$ cat config.mk
export PLATFORM = sky130hd
export DESIGN_NAME = if_fetch_ctrl
export DESIGN_NICKNAME = d
export VERILOG_FILES = /design/src/rtl/if_fetch_ctrl.sv
export SDC_FILE = /design/constraint.sdc
export NUM_CORES = 1
export LEC_CHECK = 0
export CAP_MARGIN = 20
export CORE_UTILIZATION = 47
export CTS_CLUSTER_SIZE = 40
export DETAILED_ROUTE_END_ITERATION = 10
export GPL_TIMING_DRIVEN = 0
export PLACE_DENSITY = 0.86
export SYNTH_ARGS = -nofsm -noshare
export SYNTH_HDL_FRONTEND = slang
export SYNTH_SLANG_ARGS = --single-unit
$ cat constraint.sdc
create_clock -name clk -period 6 [get_ports clk]
set_clock_uncertainty 0.15 [all_clocks]
set_input_delay 1.8 -clock clk [delete_from_list [all_inputs] [get_ports clk]]
set_output_delay 1.8 -clock clk [all_outputs]
set_load 0.05 [all_outputs]
$ cat src/rtl/if_fetch_ctrl.sv
// Instruction-fetch controller: issues one SRAM-like read per PC, returns the
// word to IF/ID, stalls the PC until the word is present, maps kseg0/kseg1,
// flags misaligned fetches and drains transactions cut short by a flush.
module if_fetch_ctrl #(
    parameter logic [31:0] RESET_INST = 32'h0000_0000
) (
    input  logic        clk,
    input  logic        rst,
    input  logic [5:0]  stall,
    input  logic        flush,
    input  logic [31:0] pc,
    input  logic        ce,
    output logic        inst_req,
    output logic [31:0] inst_addr,
    input  logic        inst_addr_ok,
    input  logic        inst_data_ok,
    input  logic [31:0] inst_rdata,
    output logic [31:0] inst_o,
    output logic        adel_o,
    output logic        stallreq_if
);

    typedef enum logic [1:0] {
        S_IDLE = 2'd0,
        S_REQ  = 2'd1,
        S_WAIT = 2'd2,
        S_HOLD = 2'd3
    } state_t;

    state_t      state_q, state_d;
    logic [31:0] addr_q, addr_d;
    logic [31:0] buf_q, buf_d;
    logic        drop_q, drop_d;

    logic [31:0] mapped_addr;
    logic        adel;
    logic        fetch_en;
    logic        unused_stall;

    // Only IF/ID's stall bit matters to the fetch stage.
    assign unused_stall = ^{stall[5:2], stall[0]};

    // kseg0/kseg1 drop the top three bits; everything else passes through.
    assign mapped_addr = (pc[31:30] == 2'b10) ? {3'b000, pc[28:0]} : pc;
    assign adel        = ce & (pc[1:0] != 2'b00);
    assign fetch_en    = ce & ~flush & ~adel;

    // State and datapath registers.
    always_ff @(posedge clk) begin
        if (rst) begin
            state_q <= S_IDLE;
            addr_q  <= 32'h0000_0000;
            buf_q   <= RESET_INST;
            drop_q  <= 1'b0;
        end else begin
            state_q <= state_d;
            addr_q  <= addr_d;
            buf_q   <= buf_d;
            drop_q  <= drop_d;
        end
    end

    // Next-state and output decode.
    always_comb begin
        state_d     = state_q;
        addr_d      = addr_q;
        buf_d       = buf_q;
        drop_d      = drop_q;
        inst_req    = 1'b0;
        inst_addr   = mapped_addr;
        inst_o      = RESET_INST;
        stallreq_if = 1'b0;
        adel_o      = adel;

        unique case (state_q)
            S_IDLE: begin
                inst_req    = fetch_en;
                stallreq_if = fetch_en;
                if (fetch_en) begin
                    if (inst_addr_ok) begin
                        state_d = S_WAIT;
                    end else begin
                        addr_d  = mapped_addr;
                        state_d = S_REQ;
                    end
                end
            end
            S_REQ: begin
                // Request stays up even across a flush; its response is dropped later.
                inst_req    = 1'b1;
                inst_addr   = addr_q;
                stallreq_if = fetch_en;
                if (flush) begin
                    drop_d = 1'b1;
                end
                if (inst_addr_ok) begin
                    state_d = S_WAIT;
                end
            end
            S_WAIT: begin
                stallreq_if = fetch_en & ~(inst_data_ok & ~drop_q);
                if (flush) begin
                    drop_d = 1'b1;
                end
                if (inst_data_ok) begin
                    if (drop_q) begin
                        drop_d  = 1'b0;
                        state_d = S_IDLE;
                    end else begin
                        // Data for the current pc completes the transaction, so nothing to drop.
                        inst_o = inst_rdata;
                        drop_d = 1'b0;
                        if (flush || !stall[1]) begin
                            state_d = S_IDLE;
                        end else begin
                            buf_d   = inst_rdata;
                            state_d = S_HOLD;
                        end
                    end
                end
            end
            S_HOLD: begin
                inst_o = buf_q;
                if (flush) begin
                    buf_d   = RESET_INST;
                    state_d = S_IDLE;
                end else if (!stall[1]) begin
                    state_d = S_IDLE;
                end
            end
            default: begin
                state_d = S_IDLE;
            end
        endcase

        // Misaligned fetch: no word, no stall, let the exception travel.
        if (adel) begin
            inst_o      = RESET_INST;
            stallreq_if = 1'b0;
        end

        if (rst) begin
            inst_req    = 1'b0;
            inst_o      = RESET_INST;
            adel_o      = 1'b0;
            stallreq_if = 1'b0;
        end
    end

endmodule
==> summary.md, run 1 <==
| Metric | Value |
|---|---|
| Slew of the pin with the lowest slew margin | 0.583 ns |
| Status | finished, final reports clean |
| Later-pin clock latency in the skew report | ~0.33 ns |
| I/O pins | 143 |
| Die ar. | between 7000 and 8000 um2 |
| Number of flops mapped to enable cells by yosys | 0 |
| Post-Syn Instances | 437 |
| Async S/R FF share, synth | 0% |
| Main area contributors after synthesis | dfxtp_1 (38%), mux2_2 (9.6%), a21oi_1 (9.0%) |
| Core Region | 7210 um2 |
| CTS H-tree depth | 3 |
| First-pass GRT wire length | roughly 16000 um |
| Die Width | slightly below 90 um |
| Setup violators final | 0 |
| Clk sink count | 67 |
| Final WL | slightly above 10000 um |
| Initial DRC count | 129 |
| Seq/Total Area, Yosys | 38.3% |
| Critical path capture point type | output port |
| Yosys reg bits | 67 |
| Min-Delay Endpoint | addr_q[9] |
| Diode count | 0 |
| Clock Root Buffer | clkbuf_8 |
| Critical Path RT | 4.05 ns |
| Largest net degree at the start of global routing | 12 |
| Worst path arrival time | 3.96 ns |
| Initial antenna violation count | 0 |
| Max Cap Viol | 0 |
| RR Endpoint | buf_q[4] |
| Final Core Density | 71.6% |
| Fin crit period | 5.91 ns |
| RSZ-0062 raised after global routing | no |
| Setup_tns | 0 ns |
| Worst Reg-to-Reg Cells | 8 |
| Layout cells sized above 1 | 10.0% |
| Die extent in y | 88.4 um |
| Drt wl/cell | 14.9 um |
| Routed vias/inst | 5.50 |
| Finished layout cell area | slightly above 5000 um2 |
| Yosys warns | 0 |
| GRT Total Usage | 26.4% |
| CP Class | in -> out |
| Tcrit/Tclk final | 98.6% |
| Reg2reg start | state_q[0] |
| Area share of the largest cell type after synthesis | between 30% and 40% |
| Crit path launch type | input port |
| Synthesized area | about 3500 um2 |
| Hold_buf cts | 0 |
| Final Max Slew Viols | 0 |
| Type of the most critical hold path | reg -> reg |
| CTS buffer count | 9 |
| PwrDens | 287 nW/um2 |
| Syn Area/Cell | 8.02 um2 |
| Most numerous cell in the Yosys netlist | dfxtp_1 |
| Final hold vios | 0 |
| Clock Path Buffers | 2 |
| Hold path depth | 2 |
| IO buf count | 136 |
| Routed Antenna Nets | 0 |
| Top cells by count, synth | dfxtp_1 (67), a21oi_1 (63), nand2_1 (63), nor2_1 (38), clkbuf_1 (36) |
| Cell Rows | 31 |
| CP max FO | 7 |
| Worst slew margin | ~61% |
| Area leader, netlist | dfxtp_1 |
| Post-Syn Nets | 517 |
| RD Place Congestion | 0.829 |
| DR pass1 iterations | 5 |
| HPWL Detailed | 7610 um |
| Via count | 3776 |
| Reg clk slew, reported paths | 0.07 ns |
| Yosys cell types | 27 |
| FF-to-FF setup slack | 3.80 ns |
| Fmax | 0.169 GHz |
| Maximum VDD drop | 0.212 mV |
| DRC | 0 |
| Number of global-route vias before repair | 3595 |
| P&R area growth vs syn | 47.3% |
| TritonCTS clock tree | built |
| Main synth FF type | dfxtp_1 |
| Grt ovf | 0 |
| Final net count | 664 |
| Worst Hold Launch | addr_q[9] |
| Dpl cell area | between 4000 and 5000 um2 |
| Leakage power | about 0.0018 uW |
| Initial core utilization | 48.6% |
-- metal layers --
metal,vias up,track usage [%],wire length [um]
li1,1837,-,-
met2,163,45.5,4960
met5,-,0,0
met3,13,7.28,942
met4,0,8.65,128
met1,1763,31.8,4220
-- report_power, final --
part	switching, uW	internal, uW	leakage [uW]
clock	170	231	0.000106
sequential	12.5	462	0.000540
combinational	367	240	0.00118
total	550	933	0.00183
-- cell families after synthesis --
logic type | synth area share (%)
AOI/OAI and AO/OA | 18.5
buffers and inverters | 5.67
adders and majority gates | 1.43
DFF | 38.3
and+or+nand+nor | 25.9
muxes | 10.2
-- how the worst max path moves through the flow --
stage	from	to	slack, ns	cells past startpoint
final	inst_data_ok	inst_o[0]	0.09	6
after global routing	inst_data_ok	inst_o[0]	0.03	6
after CTS	inst_data_ok	inst_o[3]	0.04	7
after detailed placement	inst_data_ok	inst_o[28]	-0.22	7
after global placement	inst_data_ok	inst_o[21]	-0.17	7
after floorplan	pc[0]	stallreq_if	0.56	2
-- stage by stage --
stage,hold WS [ns],setup slack (ns),power [uW],cells
after floorplan,0.283,0.556,898,437
after global placement,0.289,-0.172,1080,672
after detailed placement,0.296,-0.223,1090,672
after CTS,0.306,0.0405,1490,687
after global routing,0.324,0.0276,1550,687
final,0.305,0.0858,1480,687
-- layout by cell type, fill, tap and decap left out, drive strengths merged --
| cell type | count |
|---|---|
| clkbuf | 47 |
| ha | 4 |
| clkdlybuf4s50 | 105 |
| mux2i | 2 |
| a22oi | 32 |
| nand3b | 33 |
| a311oi | 1 |
| clkinv | 3 |
| a2111oi | 2 |
| nand3 | 33 |
| nand2b | 3 |
| and3b | 2 |
| nor2b | 3 |
| nor3b | 3 |
| nor4b | 1 |
| nand2 | 63 |
| dlygate4sd2 | 30 |
| and2 | 1 |
| or4bb | 1 |
| or4b | 1 |
| mux2 | 30 |
| bufinv | 2 |
| dfxtp | 67 |
| a21oi | 65 |
| nor2 | 38 |
| inv | 4 |
| buf | 6 |
| o21ai | 6 |
-- timing repair --
action                                  in CTS  in global routing
gates resized for setup                     31                  8
endpoints found under the setup margin      31                 26
buffers inserted                             0                  0
-- worst max-delay path, cell delays in order --
cell	delay [ns]
clkdlybuf4s50_1	0.52
and3b_1	0.17
clkbuf_1	0.29
a22oi_1	0.13
nor2_1	0.21
clkdlybuf4s50_1	0.84
-- final cells by class --
type / instances / area, um2
inverter: 4 / 15.0
timing repair buffer: 136 / 1320
fill: 589 / 2050
multi-input combinational: 324 / 1970
buffer: 42 / 188
tap: 99 / 124
sequential: 67 / 1340
clock inverter: 5 / 78.8
clock buffer: 10 / 128
-- state kept, by name, summed over array words and instances, names as in the netlist --
| name | count |
|---|---|
| buf_q | 32 |
| drop_q | 1 |
| state_q | 2 |
| addr_q | 32 |
Power figures use the tool's default switching activity.
==> inputs of run 2 (changes only) <==
==> constraint.sdc (replaced) <==
create_clock -name clk -period 6 [get_ports clk]
set_clock_uncertainty 0.15 [all_clocks]
set_input_delay 1.8 -clock clk [delete_from_list [all_inputs] [get_ports clk]]
set_output_delay 1.8 -clock clk [all_outputs]
set_load 0.005 [all_outputs]
==> summary.md, run 2 (synthesis gave the netlist of run 1 again) <==
| Metric | Value |
|---|---|
| Most frequent cells in the layout | clkdlybuf4s50_1 (136), dfxtp_1 (67), nand2_1 (63), a21oi_1 (63), nor2_1 (38) (was clkdlybuf4s50_1 (105), dfxtp_1 (67), nand2_1 (63), a21oi_1 (63), nor2_1 (38)) |
| IO buf count | 136 (unchanged) |
| Crit path launch type | input port (unchanged) |
| Commonest non-fill, non-tap cell in the layout | clkdlybuf4s50_1 (unchanged) |
| Final WL | 10200 um (was 10300 um) |
| Layout cells sized above 1 | 9.85% (was 10.0%) |
| Initial DRC count | 152 (was 129) |
| Clock Root Buffer | clkbuf_8 (unchanged) |
| Die ar. | 7810 um2 (unchanged) |
| Leakage power | 0.00167 uW (was 0.00183 uW) |
| Critical path capture point type | output port (unchanged) |
| DRC | 0 (unchanged) |
| Max Cap Viol | 0 (unchanged) |
| RSZ-0062 raised after global routing | no (unchanged) |
| Hold_buf cts | 0 (unchanged) |
| Final Core Density | 72.2% (was 71.6%) |
| TritonCTS clock tree | built (unchanged) |
| Final Max Slew Viols | 0 (unchanged) |
| Tcrit/Tclk final | 97.1% (was 98.6%) |
| Via count | 3745 (was 3776) |
| Grt ovf | 0 (unchanged) |
| Type of the most critical hold path | reg -> reg (unchanged) |
| I/O pins | 143 (unchanged) |
| Routed vias/inst | 5.44 (was 5.50) |
| PwrDens | 250 nW/um2 (was 287 nW/um2) |
| Clock Path Buffers | 2 (unchanged) |
| CP max FO | 10 (was 7) |
| Power, Total | 1300 uW (was 1480 uW) |
| Initial antenna violation count | 0 (unchanged) |
| Routed Antenna Nets | 0 (unchanged) |
| HPWL Detailed | 7650 um (was 7610 um) |
| Diode count | 0 (unchanged) |
| Core Region | 7210 um2 (unchanged) |
| Postcts setup bufs | 0 (unchanged) |
| CP Class | in -> out (unchanged) |
| Fin crit period | 5.83 ns (was 5.91 ns) |
| CTS H-tree depth | 3 (unchanged) |
| Setup violators final | 0 (unchanged) |
| Final net count | 664 (unchanged) |
| DR pass1 iterations | 4 (was 5) |
| Maximum VDD drop | 0.166 mV (was 0.212 mV) |
| Cell Rows | 31 (unchanged) |
| Fmax | 0.172 GHz (was 0.169 GHz) |
| RD Place Congestion | 0.823 (was 0.829) |
| Largest registers | addr_q x32, buf_q x32, state_q x2 (unchanged) |
| Setup_tns | 0 ns (unchanged) |
| Number of global-route vias before repair | 3463 (was 3595) |
| Worst slew margin | 64.2% (was 61.1%) |
| Worst path arrival time | 3.88 ns (was 3.96 ns) |
| Clk sink count | 67 (unchanged) |
| CTS buffer count | 9 (unchanged) |
| Drt wl/cell | 14.8 um (was 14.9 um) |
| Die Width | 88.4 um (unchanged) |
| Critical Path RT | 4.05 ns (about the same) |
| Slew of the pin with the lowest slew margin | 0.537 ns (was 0.583 ns) |
| Status | finished, final reports clean (unchanged) |
| Later-pin clock latency in the skew report | 0.33 ns (about the same) |
| # fillers | 572 (was 589) |
| Reg clk slew, reported paths | 0.07 ns (about the same) |
| Post-cts sizing count | 0 (was 31) |
| GRT Total Usage | 26.2% (was 26.4%) |
| Final hold vios | 0 (unchanged) |
| First-pass GRT wire length | 16000 um (was 16400 um) |
| Largest net degree at the start of global routing | 12 (unchanged) |
| Initial core utilization | 48.6% (unchanged) |
| P&R area growth vs syn | 48.6% (was 47.3%) |
| Die extent in y | 88.4 um (unchanged) |
run 2: power breakdown:
part | switching, uW | internal [uW]
clock | 171 | 226
sequential | 12.4 | 462
combinational | 187 | 244
total | 370 | 932
run 2: final timing paths:
path,start,end,slack [ns],cells after the start
worst min-delay path,addr_q[6],addr_q[6],0.30,2
worst max-delay path,inst_data_ok,inst_o[21],0.17,7
worst min register to register,addr_q[6],addr_q[6],0.30,2
worst max register to register,state_q[0],buf_q[14],3.78,9
run 2: per-layer routing:
metal  GRT usage [%]  routed length [um]  vias to the layer above  share of wire, %
met1            31.6                4150                     1747                41
met5               0                   0                        -                 0
met3            8.40                 989                       17               9.7
met2            43.7                4880                      156                48
li1                -                   -                     1825                 -
met4            9.68                 179                        0               1.8
run 2: cell type report:
| type | count | area, um2 | area share (%) |
|---|---|---|---|
| tap | 99 | 124 | 2.38 |
| clock buffer | 13 | 169 | 3.24 |
| buffer | 42 | 188 | 3.60 |
| sequential | 67 | 1340 | 25.7 |
| multi-input combinational | 324 | 1970 | 37.8 |
| timing repair buffer | 136 | 1360 | 26.1 |
| clock inverter | 3 | 45.0 | 0.865 |
| inverter | 4 | 15.0 | 0.288 |
run 2: critical path, stage by stage:
cell and delay (ns):
clkdlybuf4s50_1 0.53, and3b_1 0.17, clkbuf_1 0.27, clkbuf_2 0.31
a22oi_1 0.10, nor2_1 0.16, clkdlybuf4s50_1 0.53
run 2: per-stage QoR:
| stage | hold slack (ns) | setup slack, ns | instances | area [um2] |
|---|---|---|---|---|
| finish | 0.304 | 0.175 | 688 | 5210 |
| global route | 0.321 | 0.0469 | 688 | 5210 |
| detailed placement | 0.297 | 0.0413 | 672 | 4990 |
| global placement | 0.289 | 0.121 | 672 | 4990 |
| floorplan | 0.283 | 1.23 | 437 | 3510 |
| CTS | 0.308 | 0.0431 | 688 | 5200 |
